File: src/rtl/stack_unit.sv
// stack_unit -- execute-stage hardware data stack (LIFO).
//
// Pushes operand data onto an internal memory. Pops return data through a
// registered output with a one-cycle pop_vld pulse. Also tracks the entry
// count and keeps sticky overflow/underflow flags.
//
// Optional build macro: STACK_HLT_REQ_EN
//   When defined, adds err_hlt = ovf | unf for the CPU halt path.
//
// Ports:
//   clk      rising-edge clock
//   rst      asynchronous, active-low reset
//   en       execute-phase strobe; psh/pop are sampled only when en=1
//   psh      push request (psh & pop together = swap top of stack)
//   pop      pop request
//   data_in  value to push / swap in
//   clr_err  synchronous clear of ovf/unf (a new error on the same edge wins)
//   data_out registered popped value
//   pop_vld  one-cycle pulse when data_out was updated
//   sp       entry count, 0..DEPTH
//   empty    sp == 0
//   full     sp == DEPTH
//   ovf      sticky: push attempted while full
//   unf      sticky: pop attempted while empty
//   err_hlt  (STACK_HLT_REQ_EN only) ovf | unf
module stack_unit #(
  parameter int DATA_W = 16,
  parameter int DEPTH  = 16,
  parameter int SP_W   = 5
) (
  input  logic              clk,
  input  logic              rst,
  input  logic              en,
  input  logic              psh,
  input  logic              pop,
  input  logic [DATA_W-1:0] data_in,
  input  logic              clr_err,
  output logic [DATA_W-1:0] data_out,
  output logic              pop_vld,
  output logic [SP_W-1:0]   sp,
  output logic              empty,
  output logic              full,
  output logic              ovf,
`ifdef STACK_HLT_REQ_EN
  output logic              unf,
  output logic              err_hlt
`else
  output logic              unf
`endif
);

  localparam int AW = SP_W - 1;

  logic [DATA_W-1:0] mem [DEPTH];

  logic          do_push, do_pop, do_swap, swap_empty;
  logic          ovf_set, unf_set;
  logic          we;
  logic [AW-1:0] sp_idx, top_idx, wr_idx;

  assign empty = (sp == '0);
  assign full  = (sp == SP_W'(DEPTH));

`ifdef STACK_HLT_REQ_EN
  assign err_hlt = ovf | unf;
`endif

  always_comb begin
    do_push    = en & psh & ~pop & ~full;
    do_pop     = en & pop & ~psh & ~empty;
    do_swap    = en & psh & pop & ~empty;
    swap_empty = en & psh & pop & empty;
    ovf_set    = en & psh & ~pop & full;
    unf_set    = en & pop & ~psh & empty;
    sp_idx     = AW'(sp);
    top_idx    = AW'(sp - SP_W'(1));
    we         = do_push | do_swap | swap_empty;
    // A swap on an empty stack behaves like a push into slot 0 (sp_idx == 0).
    wr_idx     = do_swap ? top_idx : sp_idx;
  end

  // Storage is intentionally not reset.
  always_ff @(posedge clk) begin
    if (we) mem[wr_idx] <= data_in;
  end

  always_ff @(posedge clk or negedge rst) begin
    if (!rst) begin
      sp       <= '0;
      data_out <= '0;
      pop_vld  <= 1'b0;
      ovf      <= 1'b0;
      unf      <= 1'b0;
    end else begin
      pop_vld <= do_pop | do_swap;
      // Non-blocking read of the old top gives read-before-write on a swap.
      if (do_pop | do_swap) data_out <= mem[top_idx];

      if (do_push | swap_empty) sp <= sp + SP_W'(1);
      else if (do_pop)          sp <= sp - SP_W'(1);

      if (ovf_set)      ovf <= 1'b1;
      else if (clr_err) ovf <= 1'b0;
      if (unf_set)      unf <= 1'b1;
      else if (clr_err) unf <= 1'b0;
    end
  end

endmodule
File: config.mk
export PLATFORM = sky130hd
export DESIGN_NAME = stack_unit
export DESIGN_NICKNAME = d
export VERILOG_FILES = /design/src/rtl/stack_unit.sv
export SDC_FILE = /design/constraint.sdc
export NUM_CORES = 1
export LEC_CHECK = 0
export CORE_UTILIZATION = 45
export DETAILED_ROUTE_END_ITERATION = 8
export DONT_BUFFER_PORTS = 1
export HOLD_SLACK_MARGIN = 0.03
export PLACE_DENSITY_LB_ADDON = 0.15
export REMOVE_ABC_BUFFERS = 1
export SLEW_MARGIN = 40
export SYNTH_ARGS = -nofsm -noshare
export SYNTH_HDL_FRONTEND = slang
export SYNTH_SLANG_ARGS = --single-unit
export TNS_END_PERCENT = 20
File: constraint.sdc
create_clock -name clk -period 4.1 [get_ports clk]
set_input_delay 0.82 -clock clk [delete_from_list [all_inputs] [get_ports clk]]
set_output_delay 0.82 -clock clk [all_outputs]
set_load 0.02 [all_outputs]
==> metrics.txt <==
# TYPE chip_impl_metric gauge
chip_impl_metric{name="htree_num_levels",unit=""} 1
chip_impl_info{name="result_of_the_run",value="completed"} 1
chip_impl_info{name="main_combinational_cell_family_by_area_after_synthesis",value="simple AND/OR/NAND/NOR gates"} 1
chip_impl_metric{name="synth-seq-area-share",unit=""} 0.745
chip_impl_metric{name="grtUsageMet3",unit=""} 0.0388
chip_impl_metric{name="antenna-diode-count",unit=""} 0
chip_impl_info{name="critical_path.startpoint_type",value="flip-flop"} 1
chip_impl_metric{name="drt_wl_total",unit="um"} 24600
chip_impl_metric{name="drive_gt1_frac",unit=""} 0.116
chip_impl_metric{name="pwr_density_cell",unit="nW/um2"} 767
chip_impl_metric{name="worstMarginPinSlew",unit="ps"} 799
chip_impl_metric{name="ys_ff_latch",unit=""} 280
chip_impl_metric{name="grt_util_met2",unit=""} 0.310
chip_impl_metric{name="slew_violations",unit=""} 0
chip_impl_metric{name="dr.pass1.iters",unit=""} 5
chip_impl_metric{name="async_flop_share",unit=""} 0.0857
chip_impl_metric{name="yosys_warnings",unit=""} 0
chip_impl_metric{name="synth_top_area_frac",unit=""} 0.691
chip_impl_metric{name="synth_adder_area_share",unit=""} 0.00225
chip_impl_metric{name="layout-area-overhead-vs-synth",unit="%"} 12.7
chip_impl_metric{name="clockBufferDepth",unit=""} 3
chip_impl_metric{name="layout_min_cycle_time",unit="ps"} 3240
chip_impl_info{name="worst_path_class_setup",value="reg -> reg"} 1
chip_impl_metric{name="grt.total_usage",unit=""} 0.197
chip_impl_metric{name="die_w",unit="um"} 159
chip_impl_metric{name="max_cap_violations",unit=""} 0
chip_impl_metric{name="first_iter_violations",unit=""} 520
chip_impl_metric{name="total_power",unit="mW"} 9.61
chip_impl_metric{name="timing.slew.headroom",unit=""} 0.467
chip_impl_metric{name="timing_hold_violations_final",unit=""} 0
chip_impl_metric{name="start_util",unit=""} 0.459
chip_impl_metric{name="worst_ep_required_time",unit="ps"} 4270
chip_impl_info{name="min-delay-path-class",value="in -> async"} 1
chip_impl_info{name="cts.root.buffer_cell",value="clkbuf_16"} 1
chip_impl_info{name="yosys-top-cells-count",value="edfxtp_1 (256), nand2_1 (119), mux2i_1 (82)"} 1
chip_impl_metric{name="routed_via_density",unit=""} 5.60
chip_impl_metric{name="global_route.usage.met1",unit=""} 0.283
chip_impl_info{name="cts_tree",value="built"} 1
chip_impl_metric{name="cts_buffers",unit=""} 30
chip_impl_metric{name="critPathMaxFanout",unit=""} 16
chip_impl_metric{name="fin_nets",unit=""} 768
chip_impl_info{name="rsz0062_at_grt",value="false"} 1
chip_impl_metric{name="yosys.area_share.xor_xnor",unit=""} 0.00472
chip_impl_metric{name="die_h",unit="um"} 159
chip_impl_info{name="setup.worst_path.end_class",value="flip-flop"} 1
chip_impl_metric{name="grt_antenna_before_repair",unit=""} 0
chip_impl_metric{name="place_hpwl",unit="um"} 15200
chip_impl_metric{name="muxShareOfSynthArea",unit=""} 0.0778
chip_impl_metric{name="static-leakage-power",unit="nW"} 4.35
chip_impl_metric{name="clock.fmax",unit="MHz"} 308
chip_impl_metric{name="reg2reg_setup_slack",unit="ps"} 860
chip_impl_metric{name="first_pass_grt_wire_length",unit="um"} 37700
chip_impl_metric{name="synth_compound_area_frac",unit=""} 0.0576
chip_impl_metric{name="synth.cell_area",unit="um2"} 11100
chip_impl_metric{name="stdcell_area",unit="um2"} 12500
chip_impl_metric{name="post_synth_inst_count",unit=""} 725
chip_impl_info{name="yosysMostFrequentCell",value="edfxtp_1"} 1
chip_impl_metric{name="clock_skew",unit="ps"} 20.8
chip_impl_metric{name="placedInstanceArea",unit="um2"} 11600
chip_impl_metric{name="clock_sink_count",unit=""} 280
chip_impl_metric{name="rows",unit=""} 57
chip_impl_metric{name="overflow",unit=""} 0
chip_impl_info{name="ys.flop_type",value="edfxtp_1"} 1
chip_impl_metric{name="yosysUniqueCellTypes",unit=""} 41
chip_impl_metric{name="portBuffers",unit=""} 0
chip_impl_metric{name="arrival",unit="ps"} 3410
chip_impl_metric{name="gpl.final_weighted_congestion",unit=""} 0.842
chip_impl_metric{name="finished_core_util",unit=""} 0.517
chip_impl_metric{name="vdd_drop_max",unit="mV"} 0.712
chip_impl_metric{name="post_synth_edffs",unit=""} 256
chip_impl_metric{name="period_share",unit=""} 0.791
chip_impl_info{name="crit-reg2reg-launch",value="sp[1]"} 1
chip_impl_metric{name="grt_pass1_vias",unit=""} 6073
chip_impl_metric{name="route.detailed.wl_per_inst",unit="um"} 22.6
chip_impl_metric{name="grt_max_degree",unit=""} 68
chip_impl_info{name="synth.top_cells.by_area",value="edfxtp_1 (69%), mux2i_1 (7.4%), dfrtp_1 (5.4%)"} 1
chip_impl_metric{name="core",unit="um2"} 24200
chip_impl_metric{name="io_pins",unit=""} 48
chip_impl_metric{name="synthSimpleGateAreaFrac",unit=""} 0.0911
chip_impl_metric{name="post_synth.cell_area_avg",unit="um2"} 15.3
chip_impl_metric{name="timing.final.setup_violations",unit=""} 0
chip_impl_metric{name="cts.clk_slew.worst_paths",unit="ps"} 60
chip_impl_metric{name="worst_skew_pair.late_latency",unit="ps"} 560
chip_impl_metric{name="fp.dieArea",unit="um2"} 25400
chip_impl_info{name="synth_top_cell_by_area",value="edfxtp_1"} 1
chip_impl_metric{name="detailroute.via_count",unit=""} 6107
chip_impl_metric{name="ant_nets",unit=""} 0
chip_impl_metric{name="drc_errors",unit=""} 0
chip_impl_info{name="grt.busiest_layer",value="met2"} 1
chip_impl_info{name="reg2reg_to",value="mem[0][8]"} 1
chip_impl_metric{name="worstRegToRegCells",unit=""} 7
==> layer usage <==
metal | up-vias | part of all wire
met3 | 42 | 0.056
li1 | 2829 | -
met1 | 3070 | 0.46
met2 | 166 | 0.47
met4 | 0 | 0.019
met5 | - | 0
==> placed cells by master (no fill, tap or decap), types with 2 or more instances in the layout <==
cell type and n:
a211oi_1 3, clkbuf_16 30, buf_12 2, nand4_1 16
buf_4 24, mux4_2 2, inv_1 5, nor2b_1 3
a21oi_1 8, and3_1 2, o31ai_1 2, and3b_1 4
xnor2_1 4, dfrtp_1 23, mux2i_1 82, nand2b_1 3
nor4_1 2, edfxtp_1 256, a22oi_1 34, clkbuf_1 12
nand3_1 35, clkinv_2 4, o21ai_0 3, nor3_1 7
nand2_1 119, clkinv_1 2, a32oi_1 30, nor2_2 11
clkbuf_8 4, nor2_1 15
==> worst max-delay path: stages (launching register included) <==
cell	delay (ps)
dfrtp_1	620
inv_1	200
ha_4	280
nor4b_4	150
buf_4	200
nor2_1	390
a21oi_1	240
and3b_1	780
==> where the power goes <==
part / leakage [nW] / internal, mW / switching, mW
combinational: 1.29 / 1.25 / 2.15
sequential: 2.60 / 3.37 / 0.311
clock: 0.453 / 1.48 / 1.05
==> worst max-delay path by stage <==
stage | cells past startpoint | to | from | slack [ps]
global route | 7 | mem[0][0] | sp[1] | 600
finish | 7 | mem[0][8] | sp[1] | 860
detailed placement | 7 | mem[0][13] | sp[1] | 890
floorplan | 7 | data_out[0] | sp[0] | -1520
global placement | 5 | mem[3][14] | sp[1] | 910
CTS | 7 | mem[0][7] | sp[1] | 870
==> area by class of cell <==
| type | count | area [um2] |
|---|---|---|
| timing repair buffer | 27 | 231 |
| fill | 2049 | 11700 |
| sequential | 280 | 8290 |
| tap | 324 | 405 |
| clock buffer | 46 | 851 |
| inverter | 6 | 22.5 |
| clock inverter | 9 | 81.3 |
| multi-input combinational | 399 | 2660 |
==> state kept, by name, summed over array words and instances (netlist names) <==
signal    count
pop_vld       1
mem         256
sp            5
data_out     16
ovf           1
unf           1
==> per-stage QoR <==
stage | setup slack, ps | hold slack, ps | setup TNS, ps | cells
6_report | 858 | 93.5 | 0 | 1091
4_1_cts | 873 | 80.2 | 0 | 1091
2_1_floorplan | -1520 | 524 | -225160 | 685
3_3_place_gp | 914 | 525 | 0 | 1035
3_5_place_dp | 886 | 525 | 0 | 1035
5_1_grt | 604 | 80.6 | 0 | 1091
==> timing repair <==
action / 4_1_cts / 5_1_grt
buffers inserted: 0 / 0
hold endpoints to repair: 24 / 0
hold buffers: 1 / 0
gates resized for setup: 0 / 0
==> cells by family after synthesis <==
kind of cell               count (synthesis)
AOI/OAI and AO/OA                         84
xor gates and xnor gates                   6
adders and majority gates                  2
buffers and inverters                     46
DFF                                      280
muxes                                     84
and+or+nand+nor                          223
(Power assumes the default switching activity.)
==> variant (config.mk and constraints unchanged) <==
Build with the macro `STACK_HLT_REQ_EN` defined.
--- a/src/rtl/stack_unit.sv
+++ b/src/rtl/stack_unit.sv
@@ -23,6 +23,8 @@
 //   ovf      sticky: push attempted while full
 //   unf      sticky: pop attempted while empty
 //   err_hlt  (STACK_HLT_REQ_EN only) ovf | unf
+`define STACK_HLT_REQ_EN
+
 module stack_unit #(
   parameter int DATA_W = 16,
   parameter int DEPTH  = 16,
Check against the original RTL (old outputs only; new: err_hlt): equivalent (Yosys induction, for registers that start in step).
==> variant against the original RTL <==
- utilization is 0.37 points higher
- non-clock buffer count rose by 7
- combinational power up 3%
- total power rose by 2.1%
- setup slack improved by 0.14 ns
- cell area grew 0.72%
- wire length increased by 4.5%
- worst hold slack better by 0.013 ns
- synthesized area about the same
- count of clock-buffer cells in the layout fell by 7
- sequential cell count unchanged
- first-iteration DRC count down 5.8%
- critical path type unchanged
- largest cell class unchanged
==> variant: results (changes against the original RTL) <==
.. list-table::
   :header-rows: 1

   * - Metric
     - Value
   * - Clock insertion delay at the later pin of the skew report
     - 0.53 ns (-0.03 ns)
   * - Ys Warns
     - 0 (unchanged)
   * - Status
     - completed
   * - Commonest cells in the netlist
     - 256 x sky130_fd_sc_hd__edfxtp_1, 118 x sky130_fd_sc_hd__nand2_1, 79 x sky130_fd_sc_hd__mux2i_1
   * - Maximum clock skew at final layout
     - 0.0109 ns (-0.00996 ns)
   * - Share of final-layout standard cells stronger than drive strength 1
     - 13.5% (+1.9 points)
   * - Number of antenna violations at the first check in global routing
     - 0 (unchanged)
   * - Half-perimeter wire length of the detailed placement result
     - 16400 um (+7.8%)
   * - Arrival time reported for the critical path endpoint
     - 3.34 ns (-0.07 ns)
   * - Crit path max fanout
     - 17 (+1)
   * - Clock Path Buffers
     - 3 (unchanged)
   * - GP Congestion
     - 0.897 (+6.5%)
   * - Via count of the first global-routing pass
     - 6218 (+2.4%)
   * - First-pass detailed-route iteration total
     - 5 (unchanged)
   * - Inserted Clock Buffers
     - 28 (-6.7%)
   * - Portion of the post-synthesis area used by sequential elements
     - 74.5% (about the same)
   * - Reg2Reg Capture Point
     - mem[6][8]$_DFFE_PP_
   * - Leak
     - 4.38 nW (+0.80%)
   * - Clock root buffer
     - sky130_fd_sc_hd__clkbuf_16
   * - Vias
     - 6288 (+3.0%)
   * - Global-route wire length before repair
     - 39000 um (+3.3%)
   * - Total global routing track utilization
     - 20.7% (+0.99 points)
   * - Crit path to
     - mem[6][8]$_DFFE_PP_
   * - Fillers
     - 1985 (-3.1%)
   * - Final nets
     - 774 (+0.78%)
   * - Per-cell routed wire length
     - 23.5 um (+4.2%)
   * - Worst Reg2Reg Path Length in Cells
     - 6 (-1)
   * - Most area-consuming cells after synthesis
     - sky130_fd_sc_hd__edfxtp_1 69%, sky130_fd_sc_hd__mux2i_1 7.1%, sky130_fd_sc_hd__dfrtp_1 5.4%
   * - Distinct cell type count of the synthesized netlist
     - 44 (+7.3%)
   * - Min-delay worst type
     - in -> async
   * - Pin count of the biggest net entering global routing
     - 65 (-4.4%)
   * - Register-to-Register Setup Slack
     - 1.00 ns (+0.14 ns)
   * - Worst slew slack as a fraction of its limit
     - 45.8% (-0.97 points)
   * - Worst ir drop on vdd
     - 0.655 mV (-8.1%)
   * - DR iter-0 viols
     - 490 (-5.8%)
   * - Clock transition at the registers of the reported paths
     - 0.06 ns (about the same)
## variant: area by class of cell
class,count,area [um2],area share (%)
inverter,5,18.8,0.149
timing repair buffer,34,272,2.15
clock inverter,12,165,1.31
multi-input combinational,401,2670,21.1
clock buffer,39,813,6.44
tap,324,405,3.21
sequential,280,8290,65.6
## variant: how the worst min path moves through the flow
stage | start | to | slack [ns] | cells after the start
after floorplan | rst | data_out[0]$_DFFE_PN0P_ | 0.52 | 0
after global placement | rst | ovf$_DFFE_PN0P_ | 0.53 | 0
after detailed placement | rst | pop_vld$_DFF_PN0_ | 0.53 | 0
after CTS | rst | ovf$_DFFE_PN0P_ | 0.09 | 1
after global routing | rst | ovf$_DFFE_PN0P_ | 0.10 | 1
final | rst | ovf$_DFFE_PN0P_ | 0.11 | 1
## variant: per-stage QoR
step | instances | worst slack [ns] | hold slack (ns) | cell area (um2)
6_report | 1095 | 1.00 | 0.106 | 12600
5_1_grt | 1095 | 0.844 | 0.101 | 12600
4_1_cts | 1095 | 1.03 | 0.0911 | 12600
3_5_place_dp | 1043 | 1.06 | 0.526 | 11600
3_3_place_gp | 1043 | 0.756 | 0.525 | 11600
2_1_floorplan | 686 | -1.51 | 0.524 | 10900
## variant: what timing repair did
| item | CTS | global route |
|---|---|---|
| hold buffers | 1 | 0 |
| endpoints found under the hold margin | 24 | 0 |
| gates resized for setup | 0 | 0 |
| setup endpoints to repair | 0 | 0 |
## variant: per-layer routing
layer | track usage [%] | wire length (um) | part of all wire (%) | vias to the layer above
met4 | 6.29 | 624 | 2.4 | 0
met1 | 27.6 | 10900 | 42 | 3211
met3 | 2.63 | 1350 | 5.2 | 42
met2 | 35.4 | 12900 | 50 | 184
met5 | 0 | 0 | 0 | -
li1 | - | - | - | 2851
## variant: cells by family (layout without fill, tap and decap cells)
| group | count (synthesis) | after routing | synth area share (%) |
|---|---|---|---|
| xor+xnor | 6 | 6 | 0.473 |
| simple gates | 226 | 226 | 9.13 |
| compound gates | 85 | 85 | 5.93 |
| mux | 82 | 82 | 7.62 |
| flops | 280 | 280 | 74.5 |
| fa+ha+maj | 2 | 2 | 0.225 |
| buf+inv | 45 | 90 | 2.09 |
## variant: worst max-delay path, stage by stage (launching register included)
cell                      delay [ns]
sky130_fd_sc_hd__dfrtp_1        0.63
sky130_fd_sc_hd__inv_1          0.20
sky130_fd_sc_hd__ha_4           0.29
sky130_fd_sc_hd__nor2_2         0.62
sky130_fd_sc_hd__a21oi_1        0.33
sky130_fd_sc_hd__nor2_2         0.45
sky130_fd_sc_hd__buf_4          0.28
## variant: power by group
part | internal (mW) | switching, mW
Sequential | 3.37 | 0.298
Combinational | 1.25 | 2.26
Clock | 1.63 | 1.01
Total | 6.25 | 3.57
